### src/rtl/cpu_pipe_pkg.sv
// Shared state encoding and reset value for the elastic pipeline stage.
package cpu_pipe_pkg;
  typedef enum logic [1:0] {PS_EMPTY, PS_ONE, PS_TWO} pipe_state_t;
  localparam logic PIPE_RST_DATA = '0;
endpackage

### src/rtl/pipe_load_reg.sv
// Data register with synchronous reset and load enable.
module pipe_load_reg
  import cpu_pipe_pkg::*;
#(
  parameter int size = 64
) (
  input  logic            clk,
  input  logic            reset,
  input  logic            i_load,
  input  logic [size-1:0] i_d,
  output logic [size-1:0] o_q
);
  logic [size-1:0] r_q;

  always_ff @(posedge clk) begin
    if (reset)       r_q <= {size{PIPE_RST_DATA}};
    else if (i_load) r_q <= i_d;
  end

  assign o_q = r_q;
endmodule

### src/rtl/pipe_skid_stage.sv
// Two-entry skid pipeline stage: registered in_ready, full throughput, sync flush.
module pipe_skid_stage
  import cpu_pipe_pkg::*;
#(
  parameter int size = 64
) (
  input  logic            clk,
  input  logic            reset,
  input  logic            flush,
  input  logic            in_valid,
  input  logic [size-1:0] in_data,
  output logic            in_ready,
  output logic            out_valid,
  output logic [size-1:0] out_data,
  input  logic            out_ready
);
  pipe_state_t     r_state, w_nxt;
  logic            r_in_ready;
  logic            w_in_xfer, w_out_xfer;
  logic            w_ld_main, w_ld_skid, w_main_from_skid;
  logic [size-1:0] w_main_d, w_skid_q;

  assign w_in_xfer  = in_valid & r_in_ready;
  assign w_out_xfer = out_valid & out_ready;

  always_ff @(posedge clk) begin
    if (reset) begin
      r_state    <= PS_EMPTY;
      r_in_ready <= 1'b1;
    end else begin
      r_state    <= w_nxt;
      r_in_ready <= (w_nxt != PS_TWO);
    end
  end

  // Flush wins over every transition and blocks all data loads.
  always_comb begin
    w_nxt            = r_state;
    w_ld_main        = 1'b0;
    w_ld_skid        = 1'b0;
    w_main_from_skid = 1'b0;
    if (flush) begin
      w_nxt = PS_EMPTY;
    end else begin
      unique case (r_state)
        PS_EMPTY: if (w_in_xfer) begin
          w_nxt     = PS_ONE;
          w_ld_main = 1'b1;
        end
        PS_ONE: begin
          if (w_in_xfer && !w_out_xfer) begin
            w_nxt     = PS_TWO;
            w_ld_skid = 1'b1;
          end else if (w_in_xfer && w_out_xfer) begin
            w_ld_main = 1'b1;
          end else if (w_out_xfer) begin
            w_nxt = PS_EMPTY;
          end
        end
        PS_TWO: if (w_out_xfer) begin
          w_nxt            = PS_ONE;
          w_ld_main        = 1'b1;
          w_main_from_skid = 1'b1;
        end
        default: w_nxt = PS_EMPTY;
      endcase
    end
  end

  assign w_main_d = w_main_from_skid ? w_skid_q : in_data;

  pipe_load_reg #(.size(size)) u_main (
    .clk(clk), .reset(reset), .i_load(w_ld_main), .i_d(w_main_d), .o_q(out_data)
  );

  pipe_load_reg #(.size(size)) u_skid (
    .clk(clk), .reset(reset), .i_load(w_ld_skid), .i_d(in_data), .o_q(w_skid_q)
  );

  assign out_valid = (r_state != PS_EMPTY);
  assign in_ready  = r_in_ready;

  // Upstream must hold a stalled word steady (it may withdraw it).
  a_in_stable: assert property (@(posedge clk) disable iff (reset)
    (in_valid && !in_ready && !flush) |=> (!in_valid || $stable(in_data)));
endmodule

### config.mk
export PLATFORM = sky130hd
export DESIGN_NAME = pipe_skid_stage
export DESIGN_NICKNAME = d
export VERILOG_FILES = /design/src/rtl/cpu_pipe_pkg.sv /design/src/rtl/pipe_load_reg.sv /design/src/rtl/pipe_skid_stage.sv
export SDC_FILE = /design/constraint.sdc
export NUM_CORES = 1
export LEC_CHECK = 0
export ABC_AREA = 1
export BUFFER_PORTS_ARGS = -buffer_cell sky130_fd_sc_hd__buf_4
export CAP_MARGIN = 20
export CORE_MARGIN = 8
export CORE_UTILIZATION = 51
export CTS_BUF_LIST = sky130_fd_sc_hd__clkbuf_2
export DETAILED_ROUTE_END_ITERATION = 6
export PLACE_DENSITY = 0.78
export SKIP_LAST_GASP = 1
export SYNTH_ARGS = -nofsm -noshare
export SYNTH_HDL_FRONTEND = slang
export SYNTH_SLANG_ARGS = --single-unit
export TNS_END_PERCENT = 30
### constraint.sdc
create_clock -name clk -period 1.2 [get_ports clk]
set_input_delay 0.06 -clock clk [delete_from_list [all_inputs] [get_ports clk]]
set_output_delay 0.06 -clock clk [all_outputs]
set_load 0.03 [all_outputs]
### Word level (Yosys, flattened, before mapping)

Cells that the tools add are included.

* bitwise operators: 2
* equal/unequal tests: 3
* reductions and logical operators: 5
* muxes and demuxes: 19

Operators by type and width (number)
* $mux 64: 1
* $mux 2: 6
* $mux 1: 10
* $pmux 2 s3: 1
* $pmux 1 s3: 1
* $and 1x1->1: 2
* $eq 2x1->1 const B: 1
* $eq 2x2->1 const B: 1
* $logic_and 1x1->1: 2
* $logic_not 2->1: 1
* $ne 2x2->1 const B: 1
* $reduce_bool 2->1: 1
* $logic_not 1->1: 1

* flip-flop bits (word level): 131
* input port bits: 69
* word-level logic and storage cells: 33
* output and inout port bits: 66

### Depth between registers and ports, before layout

* depth after elaboration: 8
* gate-level depth with buffers: 9
* mapped depth without buffers: 7

### Modules after synthesis

A second synthesis with hierarchy kept.

* cell total of the unflattened synthesis: 1051
* area total of the unflattened synthesis: 6449.9 um^2

By module, submodules not included
* pipe_load_reg: cells an instance 405, area each 2666.3 um^2, seq. area each 1281.2 um^2, instances 2
* pipe_skid_stage: cells an instance 241, area each 1117.3 um^2, seq. area each 60.1 um^2, instances 1

### Least setup slack after synthesis

Ideal clock, no wire load.

* kind: reg2reg
* start: reg r_in_ready (netlist: in_ready)
* end: reg u_skid.r_q[10] (netlist: u_skid.o_q[10])
* required time: 1.084 ns
* path buffers: 2
* clock period less this slack: 1.404 ns
* setup slack: -0.204 ns
* arrival: 1.288 ns
* cell stages (with the launch flop): 8
* setup time: 0.116 ns
* path through: dfxtp_1 nand2_1 nor2_1 nand2_1 buf_6 clkbuf_1 o21ai_0 nor2_1

* cells in the longest elaborated chain, start to end: 5

Ends and longest elaborated chain
* start, declared: RTL line pipe_skid_stage.sv:18 `logic r_in_ready;`
* start signal, assigned: RTL line pipe_skid_stage.sv:32 `r_in_ready <= (w_nxt != PS_TWO);`
* $and 1x1->1: RTL line pipe_skid_stage.sv:23 `assign w_in_xfer = in_valid & r_in_ready;`
* $logic_and 1x1->1: RTL line pipe_skid_stage.sv:51 `if (w_in_xfer && !w_out_xfer) begin`
* $mux 1: RTL line pipe_skid_stage.sv:51
* $mux 1: RTL line pipe_skid_stage.sv:45 `unique case (r_state)`
* $mux 1: RTL line pipe_skid_stage.sv:42 `if (flush) begin`
* end signal, assigned: RTL line pipe_load_reg.sv:16 `if (reset) r_q <= {size{PIPE_RST_DATA}};`
* end signal, assigned: RTL line pipe_load_reg.sv:17 `else if (i_load) r_q <= i_d;`
* end, declared: RTL line pipe_load_reg.sv:13 `logic [size-1:0] r_q;`

No other way between the ends.
A chain may end at the register's enable or synchronous reset.

### Worst setup path after layout

* start: reg r_state[1]
* end: reg u_main.r_q[36] (netlist: u_main.o_q[36])

* cells in the longest elaborated chain, start to end: 7
* elaborated cells between the ends (all ways): 16
* classes of those cells: eq/ne (2); mux (8); bitwise (1); reduce/logical (5)

Ends and longest elaborated chain
* start, declared: RTL line pipe_skid_stage.sv:17 `pipe_state_t r_state, w_nxt;`
* start signal, assigned: RTL line pipe_skid_stage.sv:31 `r_state <= w_nxt;`
* $reduce_bool 2->1: RTL line pipe_skid_stage.sv:80 `assign out_valid = (r_state != PS_EMPTY);`
* $and 1x1->1: RTL line pipe_skid_stage.sv:24 `assign w_out_xfer = out_valid & out_ready;`
* $logic_and 1x1->1 or $logic_not 1->1 (tied branches): RTL line pipe_skid_stage.sv:54, pipe_skid_stage.sv:51
* $mux 1 or $logic_and 1x1->1 (tied branches): RTL line pipe_skid_stage.sv:54, pipe_skid_stage.sv:51
* $mux 1: RTL line pipe_skid_stage.sv:51
* $pmux 1 s3: RTL line pipe_skid_stage.sv:45
* $mux 1: RTL line pipe_skid_stage.sv:42
* end signal, assigned: RTL line pipe_load_reg.sv:16
* end signal, assigned: RTL line pipe_load_reg.sv:17
* end, declared: RTL line pipe_load_reg.sv:13

Parallel ways exist; a longest one is shown, timed or not.

==> metrics.md <==
| Metric | Value |
|---|---|
| Clock Skew | `0.0338 ns` |
| CTS clock-pin slew for the worst setup and hold paths | `0.21 ns` |
| Total Routing Usage GR | `around 22%` |
| Final instance area | `8630 um^2` |
| Detail Route Antenna Nets | `0` |
| Chip width | `~120 um` |
| Post-Syn Instances | `919` |
| Max-slew violations | `0` |
| Row cnt | `39` |
| Critical Path Sink Type | `flop` |
| Crit path required time | `1.84 ns` |
| Synth warnings | `0` |
| Design Power | `9860 uW` |
| TritonCTS clock tree | `yes` |
| Slew HR | `69.9%` |
| Mean Syn Cell Area | `6.46 um^2` |
| Setup WS post-layout | `-0.215 ns` |
| Pin count of the biggest net entering global routing | `69` |
| Flops & latches, synth | `131` |
| GR Util met1 | `between 20% and 30%` |
| Fin. Hold Viols | `0` |
| Dpl hpwl | `about 9.8 mm` |
| Register area share after synthesis | `44.2%` |
| Max-cap viol count | `0` |
| IO Count | `between 100 and 150` |
| Mapped Nets | `988` |
| Share of cells above drive strength 1 | `around 22%` |
| GRT met2 Usage | `between 30% and 40%` |
| Vias per Instance | `roughly 5` |
| H-tree Lvls | `4` |
| Layout area overhead | `45.4%` |
| Cts bufs inserted | `17` |
| First-pass GRT wire length | `around 27 mm` |
| Hold crit path type | `primary input to flop` |
| Number of distinct library cells after synthesis | `18` |
| GR peak layer | `met2` |
| Residual DRC | `0` |
| Clock latency on the worst-skew pair | `0.69 ns` |
| Maximum fanout along the worst path | `24` |
| RSZ-0062 raised after global routing | `true` |
| Wire per inst | `14.3 um` |
| Commonest non-fill, non-tap cells in the layout | `258 x nand2_1, 250 x nor2_1, 139 x buf_4` |
| Failing checks | `negative setup slack` |
| Routability cong. | `around 0.79` |
| Port bufs | `between 100 and 150` |
| DIE HEIGHT | `about 120 um` |
| Slack of the worst reg-to-reg path | `-0.22 ns` |
| Vias in the first global route | `roughly 5,700` |
| Die ar. | `between 15,000 and 20,000 um^2` |
| Worst setup path start | `r_state[1]` |
| Initial Util | `52.2%` |
| Initial antenna violation count | `1` |
| Leakage power | `between 0.004 and 0.005 uW` |
| Largest area contributor in the netlist | `dfxtp_1` |
| Reg2Reg Launch Point | `r_state[1]` |
| WP data arrival | `2.06 ns` |
| Sink Count | `around 130` |
| Via count | `around 6,400` |
| Maximum buffer depth of the clock tree | `2` |
| Startpoint Class | `flop` |
| Grt met3 use | `~5.8%` |
| Crit Reg-Reg Endpoint | `u_main.o_q[36]` |
| Min Tclk post-route | `1.42 ns` |
| Worst hold stages | `3` |
| Final setup viols | `between 150 and 200` |
| Nets | `roughly 1,200` |
| Root buffer cell | `clkbuf_2` |
| Commonest non-fill, non-tap cell in the layout | `nand2_1` |
| Final wirelength | `between 15 and 20 mm` |
| PD cells | `1140 nW/um^2` |
| Max rail drop VDD | `between 700 and 800 uV` |
| Critical path endpoint | `u_main.o_q[36]` |
| Dominant cells by area after synthesis | `dfxtp_1 44%, nand2_1 16%, nor2_1 16%` |
| Area after DPL | `7100 um^2` |
| Mapped Area | `about 5900 um^2` |
| Worst-Margin Slew | `about 0.45 ns` |
| Worst Reg-to-Reg Cells | `9` |
| Drt pass-1 iters | `7` |
| Initial DRC Count | `around 690` |
| Share of the synthesized area in the top cell type | `between 40 and 50%` |
| Status | `finished with violations` |
| Crit Path Category | `flop to flop` |
| Core box area | `around 11,000 um^2` |
| Global route overflow | `0` |
| F_max | `slightly above 700 MHz` |
| Final period util | `118%` |
==> worst max-delay path, cell delays in order, from the launching register on <==
cell and delay [ns]:
dfxtp_4 0.40, inv_4 0.08, nand2_4 0.06, buf_4 0.14, nand2_4 0.09, nand3_4 0.16, buf_12 0.22, nand2_1 0.07
nand2_1 0.06, nor2_1 0.11
==> synth_stat cells <==
cell type,n
nand2_1,260
nor2_1,258
dfxtp_1,131
inv_1,68
nand3_1,64
o21ai_0,54
clkbuf_1,19
buf_2,15
buf_4,15
buf_6,12
o21ai_1,11
nand2_2,3
a21oi_1,2
inv_2,2
nor2_2,2
nand3_2,1
nor3_1,1
nor3_2,1
==> timing repair <==
action / CTS / global route
pin swaps: 2 / 11
cloned: 1 / 12
endpoints found under the hold margin: 131 / 0
hold buffers: 68 / 0
resized for setup: 17 / 68
setup endpoints to repair: 195 / 197
setup buffers: 4 / 7
==> routing by layer <==
metal / part of all wire (%) / vias to the layer above
li1: - / 3221
met1: 40 / 2858
met2: 50 / 237
met3: 6.6 / 48
met4: 3.1 / 0
met5: 0 / -
==> flip-flops by register name (all words and copies together) (netlist names) <==
name / cells
r_state: 2
u_main.o_q: 64
u_skid.o_q: 64
in_ready: 1
==> kinds of logic (layout without fill, tap and decap cells) <==
family / after synthesis / count (layout) / share of synthesized area (%)
AND/OR/NAND/NOR: 590 / 591 / 39.1
buffers and inverters: 131 / 352 / 11.1
flip-flops: 131 / 131 / 44.2
AO/OA/AOI/OAI: 67 / 67 / 5.65
other: 0 / 2 / 0
==> worst min-delay path by stage <==
stage          slack, ns  start          to
2_1_floorplan       0.13  reset  r_state[0]
3_3_place_gp        0.27  reset  r_state[0]
3_5_place_dp        0.27  reset  r_state[0]
4_1_cts             0.08  reset  r_state[0]
5_1_grt             0.08  reset  r_state[0]
6_report            0.11  reset  r_state[0]
==> report_power, final <==
part / switching (uW) / leakage (uW) / internal [uW]
Combinational: 1100 / 0.00308 / 857
Clock: 1650 / 0.000171 / 1590
Sequential: 110 / 0.00107 / 4550
==> through the flow <==
| stage | hold WS [ns] | setup WS (ns) | utilization [%] | setup TNS (ns) | std cells |
|---|---|---|---|---|---|
| after detailed placement | 0.268 | -0.140 | 62.5 | -11.54 | 1162 |
| after global placement | 0.266 | -0.100 | 62.5 | -9.61 | 1162 |
| after floorplan | 0.129 | -0.0293 | - | -2.06 | 919 |
| final | 0.113 | -0.215 | 75.9 | -17.93 | 1286 |
| after global routing | 0.0753 | -0.292 | 75.9 | -33.01 | 1285 |
| after CTS | 0.0824 | -0.192 | 71.9 | -20.87 | 1267 |
==> final cells by class <==
cell class	count	area [um^2]
Clock inverter	11	184
Multi-Input combinational cell	658	2790
Sequential cell	131	2640
Tap cell	143	179
Timing Repair Buffer	250	2440
Antenna cell	2	5.00
Inverter	70	282
Fill cell	840	2740
Clock buffer	21	105
No activity file was read; power rests on OpenSTA's default activity.
